--- src/rtl/switch_pkg.sv ---
// Shared definitions for the switch input path and the LED pattern decoder.
package switch_pkg;

  // Switch bus width seen by both the debouncer and the LED decoder.
  localparam int SWITCH_WIDTH = 3;

  // Debounce FSM states.
  typedef enum logic {
    STABLE = 1'b0,
    SETTLE = 1'b1
  } sw_state_e;

endpackage : switch_pkg

--- src/rtl/bit_sync.sv ---
// Parameterised N-stage, WIDTH-bit synchroniser for asynchronous pin inputs.
// Every flop resets asynchronously (active-low) to RESET_VALUE.
module bit_sync #(
  parameter int                 WIDTH       = 1,
  parameter int                 STAGES      = 2,
  parameter logic [WIDTH-1:0]   RESET_VALUE = '0
) (
  input  logic             clk_i,
  input  logic             rst_ni,
  input  logic [WIDTH-1:0] d_i,
  output logic [WIDTH-1:0] q_o
);

  logic [WIDTH-1:0] sync_q [STAGES];

  // Shift the pin value through the flop chain; the last stage is the safe output.
  always_ff @(posedge clk_i or negedge rst_ni) begin
    if (!rst_ni) begin
      for (int i = 0; i < STAGES; i++) begin
        sync_q[i] <= RESET_VALUE;
      end
    end else begin
      sync_q[0] <= d_i;
      for (int i = 1; i < STAGES; i++) begin
        sync_q[i] <= sync_q[i-1];
      end
    end
  end

  assign q_o = sync_q[STAGES-1];

endmodule : bit_sync

--- src/rtl/switch_debounce.sv ---
// Slide-switch conditioning: synchronises the raw pins, then debounces the bus
// as a single word. The committed value only changes after DEBOUNCE_CYCLES
// consecutive identical synchronised samples; a one-cycle strobe marks commits.
//
// Handshake: there is no valid/ready pair. `changed` is a one-cycle
// qualifier for `switch`: it is high exactly in the first cycle `switch`
// shows a newly committed value, and never while `enable` is low.
module switch_debounce
  import switch_pkg::*;
#(
  parameter int               WIDTH           = SWITCH_WIDTH,
  parameter int               SYNC_STAGES     = 2,
  parameter int               DEBOUNCE_CYCLES = 4,
  parameter logic [WIDTH-1:0] RESET_VALUE     = '0
) (
  input  logic             clk,
  input  logic             rst,
  input  logic             enable,
  input  logic [WIDTH-1:0] raw_switch,
  output logic [WIDTH-1:0] switch,
  output logic             changed,
  output logic             settling
);

  localparam int               CNT_W    = $clog2(DEBOUNCE_CYCLES + 1);
  localparam logic [CNT_W-1:0] CNT_ONE  = CNT_W'(1);
  localparam logic [CNT_W-1:0] CNT_LAST = CNT_W'(DEBOUNCE_CYCLES - 1);
  // A single qualifying sample is enough: commit straight from STABLE.
  localparam bit               COMMIT_NOW = (DEBOUNCE_CYCLES == 1);

  logic [WIDTH-1:0] s;
  sw_state_e        state_q;
  logic [WIDTH-1:0] cand_q;
  logic [CNT_W-1:0] cnt_q;
  logic [WIDTH-1:0] switch_q;
  logic             changed_q;
  logic             settling_q;

  bit_sync #(
    .WIDTH       (WIDTH),
    .STAGES      (SYNC_STAGES),
    .RESET_VALUE (RESET_VALUE)
  ) u_sync (
    .clk_i  (clk),
    .rst_ni (rst),
    .d_i    (raw_switch),
    .q_o    (s)
  );

  // Debounce FSM with registered outputs; all state holds while enable is low.
  always_ff @(posedge clk or negedge rst) begin
    if (!rst) begin
      state_q    <= STABLE;
      cand_q     <= RESET_VALUE;
      cnt_q      <= '0;
      switch_q   <= RESET_VALUE;
      changed_q  <= 1'b0;
      settling_q <= 1'b0;
    end else begin
      changed_q <= 1'b0;
      if (enable) begin
        case (state_q)
          STABLE: begin
            if (s != switch_q) begin
              if (COMMIT_NOW) begin
                switch_q  <= s;
                changed_q <= 1'b1;
              end else begin
                cand_q     <= s;
                cnt_q      <= CNT_ONE;
                state_q    <= SETTLE;
                settling_q <= 1'b1;
              end
            end
          end
          SETTLE: begin
            if (s == cand_q) begin
              if (cnt_q == CNT_LAST) begin
                // Candidate has been seen DEBOUNCE_CYCLES times in a row.
                switch_q   <= cand_q;
                changed_q  <= 1'b1;
                cnt_q      <= '0;
                state_q    <= STABLE;
                settling_q <= 1'b0;
              end else begin
                cnt_q <= cnt_q + CNT_ONE;
              end
            end else if (s == switch_q) begin
              // Input fell back to the committed value: treat as a glitch.
              cnt_q      <= '0;
              state_q    <= STABLE;
              settling_q <= 1'b0;
            end else begin
              // A different word appeared: qualify it from scratch.
              cand_q <= s;
              cnt_q  <= CNT_ONE;
            end
          end
          default: begin
            cnt_q      <= '0;
            state_q    <= STABLE;
            settling_q <= 1'b0;
          end
        endcase
      end
    end
  end

  assign switch   = switch_q;
  assign changed  = changed_q;
  assign settling = settling_q;

endmodule : switch_debounce

--- config.mk ---
export PLATFORM = sky130hd
export DESIGN_NAME = switch_debounce
export DESIGN_NICKNAME = d
export VERILOG_FILES = /design/src/rtl/switch_pkg.sv /design/src/rtl/bit_sync.sv /design/src/rtl/switch_debounce.sv
export SDC_FILE = /design/constraint.sdc
export NUM_CORES = 1
export LEC_CHECK = 0
export BUFFER_PORTS_ARGS = -buffer_cell sky130_fd_sc_hd__buf_2
export CAP_MARGIN = 20
export CORE_AREA = 2 2 42 44
export CTS_CLUSTER_DIAMETER = 200
export DETAILED_ROUTE_END_ITERATION = 8
export DIE_AREA = 0 0 44 46
export GPL_TIMING_DRIVEN = 0
export PLACE_DENSITY_LB_ADDON = 0.25
export SYNTH_ARGS = -nofsm -noshare
export SYNTH_HDL_FRONTEND = slang
export SYNTH_SLANG_ARGS = --single-unit
export TNS_END_PERCENT = 20
--- constraint.sdc ---
create_clock -name clk -period 1.9 [get_ports clk]
set_clock_uncertainty 0.15 [all_clocks]
set_input_delay 0.19 -clock clk [delete_from_list [all_inputs] [get_ports clk]]
set_output_delay 0.19 -clock clk [all_outputs]
set_load 0.01 [all_outputs]
==> results of run 1 <==
## layout by cell type (no fill, tap or decap), drive strengths merged
cell type    Yosys  final
or2              1      1
xnor2            6      6
a41oi            1      1
nand3            2      2
and3             1      1
mux2             6      6
a21oi            1      1
nor3             1      1
ha               1      1
nor2             3      3
dfrtp           18     18
o21ai            1      1
nand2            3      3
dlygate4sd3      0      4
a31oi            1      1
a22o             1      1
buf              0     10
nand2b           1      1
clkbuf           0      3
o21a             1      1
nand3b           1      1
a211o            1      1
inv              1      1
nand4            2      2
## flip-flops by register name (all words and copies together) (netlist names)
| name | flops |
|---|---|
| cand_q | 3 |
| cnt_q | 3 |
| settling | 1 |
| u_sync.sync_q | 3 |
| switch | 3 |
| changed | 1 |
| u_sync.q_o | 3 |
| state_q | 1 |
## per-layer routing
metal / vias up / GRT usage [%]
li1: 232 / -
met1: 212 / 15.2
met2: 14 / 19.7
met3: 5 / 2.38
met4: 0 / 9.09
met5: - / 0
## final timing paths
path / from / endpoint
setup / recovery: cand_q[0] / switch[1]
hold / removal: enable / settling
setup reg to reg: cand_q[0] / switch[1]
hold reg to reg: u_sync.sync_q[3] / u_sync.q_o[0]
max in group asynchronous: rst / switch[1]
min in group asynchronous: rst / settling
## logic make-up after synthesis
group                      synth area share [%]
and+or+nand+nor                            13.2
DFF                                        61.0
muxes                                      9.66
buffers and inverters                     0.508
adders and majority gates                  1.69
xor gates and xnor gates                   7.12
AOI/OAI and AO/OA                          6.78
## repair_timing
| action | 4_1_cts | 5_1_grt |
|---|---|---|
| setup endpoints to repair | 0 | 3 |
| hold buffers | 4 | 0 |
| endpoints found under the hold margin | 21 | 0 |
| gates resized for setup | 0 | 2 |
## cell type report
type | instances | area share, %
timing repair buffer | 14 | 10.2
multi-input combinational | 35 | 33.7
sequential | 18 | 50.8
inverter | 1 | 0.423
clock buffer | 3 | 2.54
tap | 17 | 2.40
## worst reg2reg max path: stages, from the launching register on
cell,delay [ns]
dfrtp_1,0.41
xnor2_1,0.28
nand3_2,0.18
nor3_4,0.29
mux2_2,0.37
## power by group
part           total, uW  internal [uW]  switching [uW]
Clock                180           73.8             107
Combinational        168           88.4            79.4
Sequential           459            425            34.1
Total                807            587             220
## per-stage QoR
step	std cells	hold slack [ns]	setup WS [ns]	utilization, %
after floorplan	54	-0.256	0.269	-
after CTS	88	0.0496	0.0808	54.0
after global routing	88	0.0603	-0.0102	55.0
after detailed placement	81	-0.0129	0.106	50.2
after global placement	81	-0.0173	0.116	50.2
final	88	0.0523	0.110	55.0
==> flow_summary.toml, run 1 <==
[run_status]
outcome = "completed"

[global_route]
grt_pass1_wl_um = 1720
grt_max_degree = 19
grt_antenna_before_repair = 0
track_usage_pct = 12.4
grt_pass1_vias = 419
overflow = 0

[routing]
via_per_inst = 5.26
ant_nets = 0
wirelength_um = 1040
top_layer = "met4"
routedWlPerCell_um = 11.8
via_count = 463
dr.first_iter.drc_count = 4
wirelength_met1_um = 496
wl_met2_um = 450
first_pass_iters = 4
dr_wl_met3_um = 59
drc = 0

[critical_path]
crit_required_ns = 1.93
slowest_delay_ns = 0.41
ff2ff_path_depth = 4
crit_path_end_kind = "flip-flop"
worstSetupPathType = "reg -> reg"
path_buf_inv = 0
reg2reg_slack_ns = 0.11
path_depth = 4
crit_path_max_fanout = 4
crit_arrival_ns = 1.82
crit_family = "simple AND/OR/NAND/NOR gates"
crit_path_start_kind = "flip-flop"
crit_chain = "xnor2_1, nand3_2, nor3_4, mux2_2"
cpMaxStageDelayCell = "dfrtp_1"

[synthesis]
synth_top_area_share_pct = 61.0
yosys.area.top_type = "dfrtp_1"
synth-main-ff-cell = "dfrtp_1"
syn_nets = 61
yosysSeqAreaShare_pct = 61.0
synth_edf_count = 0
ys_ff_latch = 18
netlist_area_um2 = 738
synthTopCellsByArea = "dfrtp_1 (61%), mux2_2 (7.6%), xnor2_1 (7.1%), nor3_4 (2.2%), mux2_4 (2.0%)"
yosys_warnings = 0
avgSynthCellArea_um2 = 13.7
async_flop_share_pct = 100
netlist_top_cells_count = "dfrtp_1 (18), xnor2_1 (6), mux2_2 (5)"
synthCells = 54
synthMostInstantiatedCell = "dfrtp_1"
synth_cell_type_count = 23

[run]
maxCapViolCount = 0

[clock_tree]
clkTransAtPathRegs_ns = 0.09
clock-root-buffer = "clkbuf_4"
htree_levels = 1
cts.sinks = 18
insertion_delay_ns = 0.29
cts_buffers = 3
post-cts-setup-buffers = 0
cts_tree = "done"
cts.path.max_buffers = 2

[finish]
area_delta_synth_final_pct = 20.2
seq_area_um2 = 450
design_area_um2 = 887
diodes = 0
drive_above_1_share_pct = 35.2
multi_input_area_um2 = 299
final_nets = 80
fill_cells = 146

[floorplanning]
dieArea_mm2 = 0.00202
core_mm2 = 0.00161
die_x_um = 44
start_util_pct = 45.7
io_pins = 11
rows = 15
die_h_um = 46

[sta]
max_slew.worst_pin.slew_ns = 0.390
slew_headroom_pct = 74.0
slew_violations = 0
setup_viol_count_final = 0
fin_crit_sh_pct = 94.2
final.min_clock_period_ns = 1.79
setup-tns-final_ns = 0
final_hold_viol_count = 0
fmax_mhz = 559

[placed_design]
place_congestion = 0.754
port_buffers = 10
dpl.hpwl_um = 780
placed_cell_area_um2 = 810

[pwr]
vdd_drop_max_mv = 0.553
power_uw = 807
power.leakage_uw = 0.000424
cellPowerDensity_mw_per_mm2 = 910

[hold_path]
hold_depth = 2
hp-class = "in -> reg"
(Power assumes the default switching activity.)
==> run 2, diff against run 1 <==
==> constraint.sdc (replaced) <==
create_clock -name clk -period 1.99 [get_ports clk]
set_clock_uncertainty 0.15 [all_clocks]
set_input_delay 0.199 -clock clk [delete_from_list [all_inputs] [get_ports clk]]
set_output_delay 0.199 -clock clk [all_outputs]
set_load 0.01 [all_outputs]
==> run 2 against run 1 <==
  * Worst hold slack better by 0.011 ns
  * First-iteration DRC count unchanged
  * Sequential share of layout area up 0.87 points
  * Combinational power down 7%
  * Utilization down 0.93 points
  * Sequential power down 5.0%
  * Global-route usage unchanged
  * Die area unchanged
  * Maximum frequency down 0.47%
  * Non-clock buffer count unchanged
  * Flip-flop and latch count unchanged
  * Cell area down 1.7%
  * Largest power group unchanged
  * Highest routed layer unchanged
==> flow_summary.toml, run 2 (synthesis results as in run 1) <==
[critical_path]
ff2ff_path_depth = 4
crit_required_ns = 2.02
slowest_delay_ns = 0.41
cpMaxStageDelayCell = "dfrtp_1"
crit_path_start_kind = "flip-flop"
crit_chain = "xnor2_1, nand3_2, nor3_4, mux2_2"
worstSetupPathType = "reg -> reg"
r2r_end = "switch[1]"
crit_arrival_ns = 1.83
r2r_start = "cand_q[0]"
crit_path_max_fanout = 4
reg2reg_slack_ns = 0.19
crit_path_end_kind = "flip-flop"

[floorplanning]
core_mm2 = 0.00161
start_util_pct = 45.7
die_h_um = 46
die_x_um = 44
io_pins = 11
dieArea_mm2 = 0.00202
rows = 15

[routing]
via_per_inst = 5.17
first_pass_iters = 4
wirelength_um = 1050
via_count = 455
drc = 0
dr.first_iter.drc_count = 4
routedWlPerCell_um = 11.9
ant_nets = 0

[pwr]
vdd_drop_max_mv = 0.529
power.leakage_uw = 0.000412
cellPowerDensity_mw_per_mm2 = 876

[sta]
slew_headroom_pct = 73.9
fin_crit_sh_pct = 90.4
final_hold_viol_count = 0
fmax_mhz = 556
slew_violations = 0
max_slew.worst_pin.slew_ns = 0.391
setup-tns-final_ns = 0
whs_ns = 0.0634
rsz0062_at_grt = "no"
final.min_clock_period_ns = 1.80
setup_viol_count_final = 0

[hold_path]
hp-class = "in -> reg"
hold_depth = 2
holdPathEnd = "settling"
hp-start = "enable"

[clock_tree]
cts_resized = 0
cts.sinks = 18
htree_levels = 1
cts_tree = "done"
clock-root-buffer = "clkbuf_4"
cts_buffers = 3
clkTransAtPathRegs_ns = 0.09
insertion_delay_ns = 0.29
cts_hold_buf = 4
post-cts-setup-buffers = 0
cts.path.max_buffers = 2

[finish]
layout_common_cells = "dfrtp_1 (18), buf_2 (10), xnor2_1 (6)"
drive_above_1_share_pct = 32.4
final_common_cell = "dfrtp_1"
area_delta_synth_final_pct = 18.1
diodes = 0
final_nets = 80

[global_route]
grt_max_degree = 19
grt_pass1_vias = 419
grt_antenna_before_repair = 0
overflow = 0
grt_pass1_wl_um = 1720
track_usage_pct = 12.4

[run_status]
outcome = "completed"

[run]
maxCapViolCount = 0

[placed_design]
dpl.hpwl_um = 780
port_buffers = 10
place_congestion = 0.754
## run 2: per-layer routing
metal | routed length [um] | vias to the layer above | share of wire (%) | GRT usage [%]
li1 | - | 229 | - | -
met1 | 509 | 209 | 49 | 15.2
met2 | 463 | 13 | 44 | 19.7
met3 | 52 | 4 | 5.0 | 2.38
met4 | 22 | 0 | 2.1 | 9.09
met5 | 0 | - | 0 | 0
## run 2: worst max-delay path by stage
| stage | start | end |
|---|---|---|
| floorplan | cand_q[0] | switch[0] |
| global placement | cand_q[0] | switch[2] |
| detailed placement | cand_q[0] | switch[0] |
| CTS | cand_q[0] | switch[0] |
| global route | cand_q[2] | switch[1] |
| finish | cand_q[0] | switch[1] |
## run 2: critical path: cells and delay by family (launching register included)
| family | cells | cell delay, ns |
|---|---|---|
| muxes | 1 | 0.37 |
| and+or+nand+nor | 2 | 0.47 |
| DFF | 1 | 0.41 |
| xor gates and xnor gates | 1 | 0.29 |
## run 2: power breakdown
| part | switching [uW] | internal, uW | leakage, uW |
|---|---|---|---|
| registers | 30.1 | 406 | 0.000220 |
| logic | 76.0 | 80.1 | 0.000178 |
| clock network | 101 | 70.4 | 0.0000138 |
## run 2: layout make-up
| class | count | area, um^2 |
|---|---|---|
| Fill cell | 146 | 742 |
| Sequential cell | 18 | 450 |
| Multi-Input combinational cell | 35 | 284 |
| Timing Repair Buffer | 14 | 90.1 |
| Clock buffer | 3 | 22.5 |
| Tap cell | 17 | 21.3 |
| Inverter | 1 | 3.75 |
## run 2: through the flow
| step | worst slack [ns] | power (uW) | util (%) | instances | area, um^2 |
|---|---|---|---|---|---|
| floorplan | 0.359 | 548 | - | 54 | 738 |
| global placement | 0.206 | 594 | 50.2 | 81 | 810 |
| detailed placement | 0.196 | 597 | 50.2 | 81 | 810 |
| CTS | 0.171 | 775 | 54.0 | 88 | 872 |
| global route | 0.0827 | 807 | 54.0 | 88 | 872 |
| finish | 0.192 | 764 | 54.0 | 88 | 872 |
